===== src/rtl/cam_pkg.sv =====
// Shared types and helpers for the camera capture and display paths:
// FSM state encoding, default frame geometry, RGB565 -> RGB332 pixel reduction.
package cam_pkg;

  typedef enum logic [1:0] {
    IDLE,
    WAIT_FRAME,
    CAPTURE,
    DONE
  } cam_state_t;

  localparam int CAM_H_RES  = 160;
  localparam int CAM_V_RES  = 120;
  localparam int CAM_ADDR_W = 15;

  // Keeps the top 3 red bits, the top 3 green bits and the top 2 blue bits.
  // The green bits sit in the low bits of hi; the blue bits sit in lo[4:0].
  function automatic logic [7:0] rgb565_to_rgb332(input logic [7:0] hi, input logic [7:0] lo);
    return {hi[7:5], hi[2:0], lo[4:3]};
  endfunction

endpackage


===== src/rtl/cam_byte_packer.sv =====
// Pairs camera bytes (RGB565, high byte first) into RGB332 pixels.
// A pixel strobe and its data appear one pclk after the second byte is sampled.
module cam_byte_packer
  import cam_pkg::*;
(
  input  logic       pclk,
  input  logic       rst,
  input  logic       en_p0,
  input  logic       clr_p0,
  input  logic [7:0] d_p0,
  output logic       vld_p1,
  output logic [7:0] pix_p1
);

  logic       phase_p0;
  logic [7:0] b1_p0;

  always_ff @(posedge pclk or posedge rst) begin
    if (rst) begin
      phase_p0 <= 1'b0;
      vld_p1   <= 1'b0;
      pix_p1   <= '0;
    end else begin
      vld_p1 <= en_p0 & phase_p0;
      if (clr_p0)
        phase_p0 <= 1'b0;
      else if (en_p0)
        phase_p0 <= ~phase_p0;
      if (en_p0 && phase_p0)
        pix_p1 <= rgb565_to_rgb332(b1_p0, d_p0);
    end
  end

  always_ff @(posedge pclk) begin
    if (en_p0 && !phase_p0)
      b1_p0 <= d_p0;
  end

endmodule


===== src/rtl/cam_capture_ctrl.sv =====
// Single-frame capture sequencer: start/busy/done handshake, frame sync and frame-buffer addressing.
// Define CAM_CAPTURE_CONTINUOUS_EN to re-arm automatically after every frame.
module cam_capture_ctrl
  import cam_pkg::*;
#(
  parameter int H_RES  = CAM_H_RES,
  parameter int V_RES  = CAM_V_RES,
  parameter int ADDR_W = CAM_ADDR_W
) (
  input  logic              pclk,
  input  logic              rst,
  input  logic              start,
  input  logic              vsync,
  input  logic              href,
  input  logic [7:0]        d,
  output logic              busy,
  output logic              done,
  output logic              overflow,
  output logic              we,
  output logic [ADDR_W-1:0] waddr,
  output logic [7:0]        wdata
);

  localparam int CW = $clog2(H_RES + 1);
  localparam int RW = $clog2(V_RES + 1);
  localparam logic [CW-1:0]     H_LIM  = CW'(H_RES);
  localparam logic [RW-1:0]     V_LIM  = RW'(V_RES);
  localparam logic [ADDR_W-1:0] A_LAST = ADDR_W'(H_RES * V_RES - 1);

  cam_state_t state, state_nxt;

  logic          vsync_p1, href_p1;
  logic          vs_rise, vs_fall, hr_fall;
  logic          arm, cap_en, pack_clr, vld_p1;
  logic [CW-1:0] col;
  logic [RW-1:0] row;
  logic          line_pix;

  function automatic logic [CW-1:0] col_inc(input logic [CW-1:0] c);
    return (c < H_LIM) ? c + CW'(1) : c;
  endfunction

  function automatic logic [RW-1:0] row_inc(input logic [RW-1:0] r);
    return (r < V_LIM) ? r + RW'(1) : r;
  endfunction

  function automatic logic [ADDR_W-1:0] addr_inc(input logic [ADDR_W-1:0] a);
    return (a == A_LAST) ? a : a + ADDR_W'(1);
  endfunction

  assign vs_rise = vsync & ~vsync_p1;
  assign vs_fall = ~vsync & vsync_p1;
  assign hr_fall = ~href & href_p1;

  // Bytes are taken only inside the frame; the vsync-rise cycle drops a pending half pixel.
  assign cap_en   = (state == CAPTURE) & href & ~vs_rise;
  assign pack_clr = (state != CAPTURE) | hr_fall | vs_rise;

  cam_byte_packer u_packer (
    .pclk   (pclk),
    .rst    (rst),
    .en_p0  (cap_en),
    .clr_p0 (pack_clr),
    .d_p0   (d),
    .vld_p1 (vld_p1),
    .pix_p1 (wdata)
  );

  // Out-of-window pixels are dropped here and reported through overflow.
  assign we = vld_p1 && (col < H_LIM) && (row < V_LIM);

  always_ff @(posedge pclk or posedge rst) begin
    if (rst)
      state <= IDLE;
    else
      state <= state_nxt;
  end

  always_comb begin
    state_nxt = state;
    busy      = 1'b0;
    done      = 1'b0;
    arm       = 1'b0;
    case (state)
      IDLE: begin
        if (start) begin
          state_nxt = WAIT_FRAME;
          arm       = 1'b1;
        end
      end
      WAIT_FRAME: begin
        busy = 1'b1;
        if (vs_fall)
          state_nxt = CAPTURE;
      end
      CAPTURE: begin
        busy = 1'b1;
        if (vs_rise)
          state_nxt = DONE;
      end
      DONE: begin
        done = 1'b1;
`ifdef CAM_CAPTURE_CONTINUOUS_EN
        state_nxt = WAIT_FRAME;
        arm       = 1'b1;
`else
        state_nxt = IDLE;
`endif
      end
      default: state_nxt = IDLE;
    endcase
  end

  // Stage p1: sync-edge history, line/frame counters and write address.
  always_ff @(posedge pclk or posedge rst) begin
    if (rst) begin
      vsync_p1 <= 1'b0;
      href_p1  <= 1'b0;
      overflow <= 1'b0;
      waddr    <= '0;
      col      <= '0;
      row      <= '0;
      line_pix <= 1'b0;
    end else begin
      vsync_p1 <= vsync;
      href_p1  <= href;
      if (arm) begin
        overflow <= 1'b0;
        waddr    <= '0;
        col      <= '0;
        row      <= '0;
        line_pix <= 1'b0;
      end else begin
        if (vld_p1) begin
          if (we)
            waddr <= addr_inc(waddr);
          else
            overflow <= 1'b1;
          col      <= col_inc(col);
          line_pix <= 1'b1;
        end
        // The last pixel of a line may still be in flight on the href fall cycle.
        if (state == CAPTURE && hr_fall) begin
          col      <= '0;
          line_pix <= 1'b0;
          if (line_pix || vld_p1)
            row <= row_inc(row);
        end
      end
    end
  end

endmodule

===== config.mk =====
export PLATFORM = sky130hd
export DESIGN_NAME = cam_capture_ctrl
export DESIGN_NICKNAME = d
export VERILOG_FILES = /design/src/rtl/cam_pkg.sv /design/src/rtl/cam_byte_packer.sv /design/src/rtl/cam_capture_ctrl.sv
export SDC_FILE = /design/constraint.sdc
export NUM_CORES = 1
export LEC_CHECK = 0
export ABC_AREA = 1
export CORE_AREA = 5 5 89 91
export DETAILED_ROUTE_END_ITERATION = 6
export DIE_AREA = 0 0 94 96
export PLACE_DENSITY = 0.58
export SYNTH_ARGS = -nofsm -noshare
export SYNTH_HDL_FRONTEND = slang
export SYNTH_HIERARCHICAL = 1
export SYNTH_SLANG_ARGS = --single-unit

===== constraint.sdc =====
create_clock -name pclk -period 2.3 [get_ports pclk]
set_clock_uncertainty 0.1 [all_clocks]
set_input_delay 0.46 -clock pclk [delete_from_list [all_inputs] [get_ports pclk]]
set_output_delay 0.46 -clock pclk [all_outputs]
set_load 0.01 [all_outputs]

# After elaboration in Yosys (flattened, before gate mapping)
# Cells that the tools add are included.
totals:
  ff_bits: 54
  latch_bits: 0
  ramBits: 0
  romBits: 0
  out_inout_bits: 27
  memories: 0
op_classes:
  add_sub_neg: 3
  multipliers: 0
  div_mod_pow: 0
  order_cmp: 2
  n_eq_ne: 10
  shift: 0
  mux: 28
  n_bitwise: 13
  reduce_logical: 22
ops:
  columns: ["cell", "n"]
  rows:
  - ["$mux W15", 4]
  - ["$mux W8", 4]
  - ["$mux W7", 4]
  - ["$add A15 B1 Y15 const B", 1]
  - ["$eq A15 B15 Y1 const B", 1]
  - ["$mux W1", 12]
  - ["$reduce_bool A2 Y1", 6]
  - ["$ne A2 B2 Y1 const B", 5]
  - ["$reduce_and A3 Y1", 3]
  - ["$add A8 B1 Y8 const B", 1]
  - ["$lt A8 B8 Y1 const B", 1]
  - ["$pmux W2 S4", 1]
  - ["$add A7 B1 Y7 const B", 1]
  - ["$lt A7 B7 Y1 const B", 1]
  - ["$and A1 B1 Y1", 6]
  - ["$mux W2", 3]
  - ["$reduce_bool A3 Y1", 2]
  - ["$logic_and A1 B1 Y1", 5]
  - ["$not A1 Y1", 5]
  - ["$eq A2 B2 Y1 const B", 2]
  - ["$reduce_and A2 Y1", 2]
  - ["$eq A2 B1 Y1 const B", 1]
  - ["$logic_not A2 Y1", 1]
  - ["$ne A2 B1 Y1 const B", 1]
  - ["other kinds (4)", 5]

# Depth between registers and ports, before layout
# Gate-level depths: netlist of the first run.
depth:
  word_depth: 6
  depth_mapped: 10

# Modules after synthesis
# Netlist of the first run, hierarchy kept.
modules_own_cells:
  columns: ["mod", "n_inst", "cells_per_inst", "area_each_um2", "seq_area_each_um2"]
  rows:
  - ["cam_capture_ctrl", 1, 290, 2157.1, 900.9]
  - ["cam_byte_packer", 1, 51, 594.3, 430.4]

# Least setup slack after synthesis of the first run
# No wires, ideal clock.
synth_timing:
  path_type: "reg-to-reg"
  from: "reg state[0]"
  to: "reg u_packer.b1_p0[0], enable pin"
  setup_time_ps: 350
  t_arrival_ps: 1397
  required_time_ps: 1850
  slack_ps: 453
  stages_incl_launch_ff: 8
  path_buffers: 1
  path_cell_list: "dfrtp_1 inv_1 ha_1 nand2_1 nor2_1 buf_6 inv_1 nor2_1"
synth_between:
  elab_chain_cells: 4
synth_rtl:
  columns: ["element", "line_no", "source"]
  rows:
  - ["start, declared", "cam_capture_ctrl.sv:30", "cam_state_t state, state_nxt;"]
  - ["start signal, assigned", "cam_capture_ctrl.sv:76", "state <= state_nxt;"]
  - ["$eq A2 B2 Y1", "cam_capture_ctrl.sv:56", "assign cap_en = (state == CAPTURE) & href & ~vs_rise;"]
  - ["$and A1 B1 Y1 (2 in series)", "cam_capture_ctrl.sv:56", null]
  - ["net cap_en", "cam_capture_ctrl.sv:34", "logic arm, cap_en, pack_clr, vld_p1;"]
  - ["$logic_and A1 B1 Y1", "cam_byte_packer.sv:35", "if (en_p0 && !phase_p0)"]
  - ["end signal, assigned", "cam_byte_packer.sv:36", "b1_p0 <= d_p0;"]
  - ["end, declared", "cam_byte_packer.sv:16", "logic [7:0] b1_p0;"]
# The timed path passes the listed nets, and every way through them passes these cells.
# A chain may end at the register's enable or synchronous reset.

# Worst setup path after layout of the first run
layout_timing:
  from: "reg state[1]"
  to: "out busy"
layout_between:
  elab_chain_cells: 3
  elab_cells_between_ends: 4
  classes_between: "2 x eq/ne; 1 x mux; 1 x reduce/logical"
layout_rtl:
  columns: ["element", "line_no", "source"]
  rows:
  - ["$eq A2 B2 Y1 or $eq A2 B1 Y1 (tied branches)", "cam_capture_ctrl.sv:84", "case (state)"]
  - ["$reduce_or A2 Y1 (no line) *", null, null]
  - ["$mux W1 *", "cam_capture_ctrl.sv:84", null]
  - ["end, declared", "cam_capture_ctrl.sv:16", "output logic busy,"]
# Every way passes the cells marked *; elsewhere a longest branch is shown, timed or not.

==> impl_results.md, run 1 <==
- Clk sinks: 52
- Die area: between 0.009 and 0.01 mm2
- # diodes: 0
- Fmax: 0.455 GHz
- Crit end category: output port
- DR iter-0 viols: 107
- CTS tree: built
- Share of cells above drive strength 1: 9.44%
- Max IR drop VDD: 0.509 mV
- Vias in the first global route: 2217
- Seq cells post-synth: 52
- Synthesized area per cell: 8.07 um2
- CP Class: register to output port
- Wire per inst: 12.0 um
- Pre-CTS setup slack: approximately 0.25 ns
- Final wirelength: 5910 um
- Critical Path Start Type: register
- Number of CTS-inserted buffers: 5
- Hold Path Class: primary input to async pin
- Wire length of the first global-routing pass: 10200 um
- DR top layer: met4
- Vias post-DR: around 2300
- Synth unique cells: 24
- Fin crit share: 95.5%
- Drt pass-1 iters: 4
- # port buffers: 39
- Cell area after synthesis: 0.00275 mm2
- Status: finished, final reports clean
- Clock Pin Slew Worst Setup and Hold Paths: 0.11 ns
- RSZ-0062 raised after global routing: no
- Final worst slack: 0.104 ns
- Rel. slew slack: 66.7%
- Syn Inst Count: about 340
- Syn_nets: between 300 and 400
- # IOs: 40
- Worst hold margin: between 0.3 and 0.4 ns
- Core Region: ~0.0071 mm2
- CTS root buffer: clkbuf_8
- Final Max Slew Viols: 0
- H-tree depth reported by CTS: 2
- Endpoints failing hold: 0
- Routability cong.: 0.841
- Grt ovf: 0
- Height of the die: roughly 96 um
- Pwr Density: 817 mW/mm2
- Most common cell after layout, fill and taps aside: nand2_1
- Fin crit period: 2.20 ns
- TNS Setup: 0 ns
- Initial antenna violation count: 0
- All-Layer GR Usage: 14.1%
- Nets: 412
- # setup viols final: 0
- Clock buffer depth: 2
- Worst-path fanout max: 4
- Synthesis-to-finish area growth: 23.0%
- Largest net degree at the start of global routing: 37
- Crit path required time: 1.74 ns
- Drt drc: 0
- Met3 wire len: ~240 um
- Slew @ Worst Pin: about 0.50 ns
- WL met2: 2810 um
- Worst EP arrival: 1.64 ns
- Initial core utilization: ~39%
- # rows: 31
- Die width: 94 um
- Vias per cell: 4.77
- Syn. warnings: 6
- DRT met1 WL: roughly 2800 um
- Leakage power: 1.64 nW
- DP HPWL: 4350 um
- Post-synthesis sequential area ratio: 48.4%
- Most frequent cells in the layout: nand2_1 (98), dfrtp_1 (46), nand3_1 (42)
- MaxCap Viol Count: 0
- Skew-Pair Late Insertion Delay: between 0.3 and 0.4 ns
- Routed Antenna Nets: 0
==> power breakdown <==
part           total (W)  internal, W  switching (W)
logic           0.000923     0.000430       0.000492
clock network   0.000578     0.000231       0.000347
registers        0.00126      0.00111       0.000149
total            0.00276      0.00178       0.000988
==> state kept, by name, indices dropped and copies added (netlist names) <==
register / count
u_packer/phase_p0: 1
vsync_p1: 1
state: 2
u_packer/vld_p1: 1
u_packer/pix_p1: 8
line_pix: 1
col: 8
row: 7
waddr: 15
u_packer/b1_p0: 6
href_p1: 1
overflow: 1
==> worst max-delay path: stages, from the launching register on <==
cell and delay [ns]:
dfrtp_1 0.39, inv_1 0.09, ha_1 0.30, clkdlybuf4s50_1 0.54
==> path summary, 6_finish.rpt <==
| kind | cells past startpoint | to | slack [ns] | start |
|---|---|---|---|---|
| setup / recovery | 3 | busy | 0.10 | state[1] |
| hold / removal | 2 | u_packer/pix_p1[3] | 0.34 | rst |
| setup reg to reg | 9 | waddr[10] | 0.40 | waddr[1] |
| hold reg to reg | 2 | u_packer/pix_p1[6] | 0.38 | u_packer/b1_p0[6] |
| max in group asynchronous | 3 | waddr[3] | 1.28 | rst |
| min in group pclk | 2 | u_packer/pix_p1[6] | 0.38 | u_packer/b1_p0[6] |
==> synth_stat cells (all sizes together) <==
| cell | count | share of area (%) |
|---|---|---|
| xor2 | 8 | 2.5 |
| buf | 6 | 2.0 |
| ha | 8 | 3.6 |
| or2 | 1 | 0.23 |
| nand2 | 104 | 15 |
| a21oi | 7 | 1.3 |
| edfxtp | 6 | 6.5 |
| nand4 | 14 | 3.2 |
| o211ai | 1 | 0.27 |
| nor3 | 2 | 0.36 |
| o21ai | 16 | 3.7 |
| inv | 37 | 5.0 |
| nand3 | 43 | 8.0 |
| dfrtp | 46 | 42 |
| nor2 | 42 | 6.5 |
==> area by class of cell <==
type	count	area, um2
tap	99	124
clock buffer	5	68.8
inverter	37	139
timing repair buffer	49	464
fill	708	3680
multi-input combinational	246	1230
clock inverter	3	28.8
sequential	52	1330
==> per-stage QoR <==
stage / cell area [um2] / utilization (%) / std cells / total power (W)
6_report: 3380 / 47.9 / 491 / 0.00276
5_1_grt: 3380 / 47.9 / 491 / 0.00297
4_1_cts: 3380 / 47.8 / 490 / 0.00280
3_5_place_dp: 3280 / 46.5 / 482 / 0.00221
3_3_place_gp: 3280 / 46.5 / 482 / 0.00219
2_1_floorplan: 2750 / - / 341 / 0.00179
==> kinds of logic (layout without fill, tap and decap cells) <==
| kind of cell | Yosys count | in the layout | synth area share, % |
|---|---|---|---|
| DFF | 52 | 52 | 48.4 |
| adders and majority gates | 8 | 8 | 3.64 |
| buffers and inverters | 43 | 94 | 7.00 |
| xor gates and xnor gates | 8 | 8 | 2.55 |
| and+or+nand+nor | 206 | 206 | 33.2 |
| AOI/OAI and AO/OA | 24 | 24 | 5.28 |
==> layer usage <==
| metal | up-vias | track usage, % |
|---|---|---|
| met5 | - | 0 |
| met4 | 0 | 4.81 |
| met3 | 6 | 3.05 |
| met2 | 37 | 23.3 |
| met1 | 1097 | 18.4 |
| li1 | 1201 | - |
==> repair_timing <==
item                       in CTS  in global routing
setup buffers                   0                  1
hold buffers                    0                  0
resized for setup               2                  0
gates cloned                    0                  0
setup endpoints to repair       1                  1
pin swaps                       0                  0
Note: power is estimated with default switching activity, not from simulation.
==> inputs of run 2 (changes only) <==
- CAP_MARGIN: not set -> 5
==> results of run 2 <==
No change in the layout: final DEF, timing and power equal those of run 1.
==> inputs of run 3 (changes only) <==
- SYNTH_HIERARCHICAL: 1 -> not set
==> run 3 against run 2 <==
Net effect:
- global-route usage fell by 0.27 points
- area after synthesis barely moved
- first-iteration DRC count fell by 11%
- cell area rose by 0.52%
- clock power fell by 3%
- cell count rose by 1.0%
- sequential power barely moved
- via count fell by 0.38%
- sequential cell count did not move
- critical endpoint unchanged
- largest power group unchanged
==> impl_results.md, run 3 <==
- Clock buffer depth: 2 (unchanged)
- Die width: 94 um (unchanged)
- Max incr delay on CP: 0.54 ns (about the same)
- # rows: 31 (unchanged)
- CP Cell Sequence: inv_1, ha_1, clkdlybuf4s50_1
- Fin crit share: 96.3% (+0.82 points)
- Grt met2 use: 22.9% (-0.35 points)
- Met1 Resource Use GR: 18.4% (+0.049 points)
- Routability cong.: 0.824 (-2.1%)
- Largest net degree at the start of global routing: 21 (-43%)
- Post-synthesis sequential area ratio: 48.4% (about the same)
- Syn Inst Count: 347 (+1.8%)
- Number of synthesized flops with an enable pin: 6 (unchanged)
- Core Region: 0.00706 mm2 (unchanged)
- Critical path's slowest cell: clkdlybuf4s50_1
- CTS tree: built
- Die area: 0.00902 mm2 (unchanged)
- Pwr Density: 844 mW/mm2 (+3.3%)
- # IOs: 40 (unchanged)
- Max IR drop VDD: 0.464 mV (-8.8%)
- Slew @ Worst Pin: 0.488 ns (-0.00929 ns)
- CP Class: register to output port
- Synth top area share: 41.8% (about the same)
- RSZ-0062 raised after global routing: no
- Most frequent cells in the layout: nand2_1 (107), dfrtp_1 (46), inv_1 (39)
- Top reg by flops: waddr
- Initial antenna violation count: 0 (unchanged)
- Crit end category: output port
- Synthesis-to-finish area growth: 23.5%
- Crit path required time: 1.74 ns (about the same)
- Final Max Slew Viols: 0 (unchanged)
- Biggest regs: waddr (15), col (8), u_packer.pix_p1 (8)
- Number of CTS-inserted buffers: 5 (unchanged)
- DP HPWL: 4340 um (-0.23%)
- Clock Pin Slew Worst Setup and Hold Paths: 0.11 ns (about the same)
- Drt pass-1 iters: 4 (unchanged)
- Endpoints failing hold: 0 (unchanged)
- TNS Setup: 0 ns (unchanged)
- Height of the die: 96 um (unchanged)
- Cell taking the most area after synthesis: dfrtp_1
- H-tree depth reported by CTS: 2 (unchanged)
- Top_reg_cell synth: dfrtp_1
- Final core utilization: 48.2% (+0.25 points)
- Synth unique cells: 27 (+13%)
- Share of cells above drive strength 1: 9.57% (+0.13 points)
- Drt drc: 0 (unchanged)
- Wire length of the first global-routing pass: 10100 um (-1.4%)
- Vias post-DR: 2332 (-0.38%)
- Clk sinks: 52 (unchanged)
- R2r setup slk: 0.39 ns (about the same)
- Share of synthesized registers carrying an async set or reset: 88.5% (unchanged)
- Most common cell after layout, fill and taps aside: nand2_1
- Seq cells post-synth: 52 (unchanged)
- Critical Path Start Type: register
- Fmax: 0.452 GHz (-0.86%)
- Rel. slew slack: 67.3% (+0.62 points)
- Largest cells by area after synthesis: dfrtp_1 (42%), nand2_1 (15%), edfxtp_1 (6.5%), nand3_1 (6.0%), inv_1 (5.5%)
- Commonest cells in the netlist: nand2_1 (108), dfrtp_1 (46), inv_1 (40)
- DR iter-0 viols: 95 (-11%)
- All-Layer GR Usage: 13.8% (-0.27 points)
- # setup viols final: 0 (unchanged)
- Wire per inst: 11.9 um (-1.1%)
- Worst-path fanout max: 4 (unchanged)
- Count leader, synth: nand2_1
- # diodes: 0 (unchanged)
- Syn_nets: 368 (+1.7%)
- Initial core utilization: 39.0% (about the same)
- Fin crit period: 2.21 ns (+0.0190 ns)
- Vias in the first global route: 2204 (-0.59%)
- Top Usage Layer GRT: met2
- Cell area after synthesis: 0.00275 mm2 (about the same)
- Final wirelength: 5900 um (-0.14%)
- Skew-Pair Late Insertion Delay: 0.31 ns (about the same)
- CTS root buffer: clkbuf_8
- Grt ovf: 0 (unchanged)
- Vias per cell: 4.70 (-1.4%)
- Leakage power: 1.62 nW (-1.6%)
- Max reg flops: 15 (unchanged)
- Nets: 417 (+1.2%)
- Synthesized area per cell: 7.93 um2 (-1.7%)
- Hold Path Class: primary input to async pin
- Worst EP arrival: 1.65 ns (about the same)
- MaxCap Viol Count: 0 (unchanged)
- Syn. warnings: 0 (-6)
- Status: finished, final reports clean
- Met3 usage: 2.74% (-0.31 points)
- # port buffers: 39 (unchanged)
- Filler cells: 708 (unchanged)
- Routed Antenna Nets: 0 (unchanged)
## run 3: cell count changes after synthesis, moves of 3 or more
cell,before,now
nand2_1,98,108
inv_1,36,40
nand4_1,14,11
o21ai_0,10,13
nand3_1,42,33
## run 3: layer usage
layer | wire [um] | up-vias
met5 | 0 | -
met4 | 65 | 0
met3 | 214 | 6
met2 | 2780 | 39
met1 | 2840 | 1085
li1 | - | 1202
## run 3: path summary, 6_finish.rpt
check	end	cells after the start	startpoint
setup / recovery	busy	3	state[0]
hold / removal	row[6]	2	rst
setup reg to reg	waddr[0]	8	waddr[0]
hold reg to reg	u_packer.pix_p1[3]	2	u_packer.b1_p0[1]
max in group asynchronous	waddr[2]	3	rst
min in group pclk	u_packer.pix_p1[3]	2	u_packer.b1_p0[1]
## run 3: power breakdown
part	internal, W	switching, W
Sequential	0.00113	0.000164
Clock	0.000223	0.000336
Combinational	0.000461	0.000556
Total	0.00181	0.00106
## run 3: through the flow
stage,instances,hold WS [ns],total power [W],area [um2],setup slack (ns)
4_1_cts,495,0.354,0.00290,3390,0.0448
5_1_grt,496,0.379,0.00308,3400,0.00547
2_1_floorplan,347,0.318,0.00190,2750,0.589
3_3_place_gp,487,0.325,0.00232,3290,0.158
3_5_place_dp,487,0.331,0.00233,3290,0.162
6_report,496,0.347,0.00287,3400,0.0853
## run 3: final cells by class
class / count / area, um2 / share of cell area [%]
Sequential cell: 52 / 1330 / 39.1
Tap cell: 99 / 124 / 3.64
Inverter: 44 / 165 / 4.86
Multi-Input combinational cell: 247 / 1230 / 36.2
Clock inverter: 3 / 25.0 / 0.736
Timing Repair Buffer: 46 / 454 / 13.4
Clock buffer: 5 / 68.8 / 2.02
## run 3: worst max-delay path, delay by kind of cell, from the launching register on
family	cells	cell delay [ns]
buffers and inverters	2	0.64
DFF	1	0.42
adders and majority gates	1	0.30
## run 3: repair_timing
action | CTS | global route
setup endpoints to repair | 1 | 1
buffers inserted | 0 | 1
gates resized for setup | 4 | 0
hold buffers | 0 | 0
cloned | 0 | 0
## run 3: cells by family (layout without fill, tap and decap cells)
logic type | count (synthesis) | in the layout | synth area share, %
fa+ha+maj | 8 | 8 | 3.64
compound gates | 33 | 33 | 7.59
flops | 52 | 52 | 48.4
xor+xnor | 7 | 7 | 2.23
buf+inv | 48 | 98 | 7.18
simple gates | 199 | 199 | 31.0
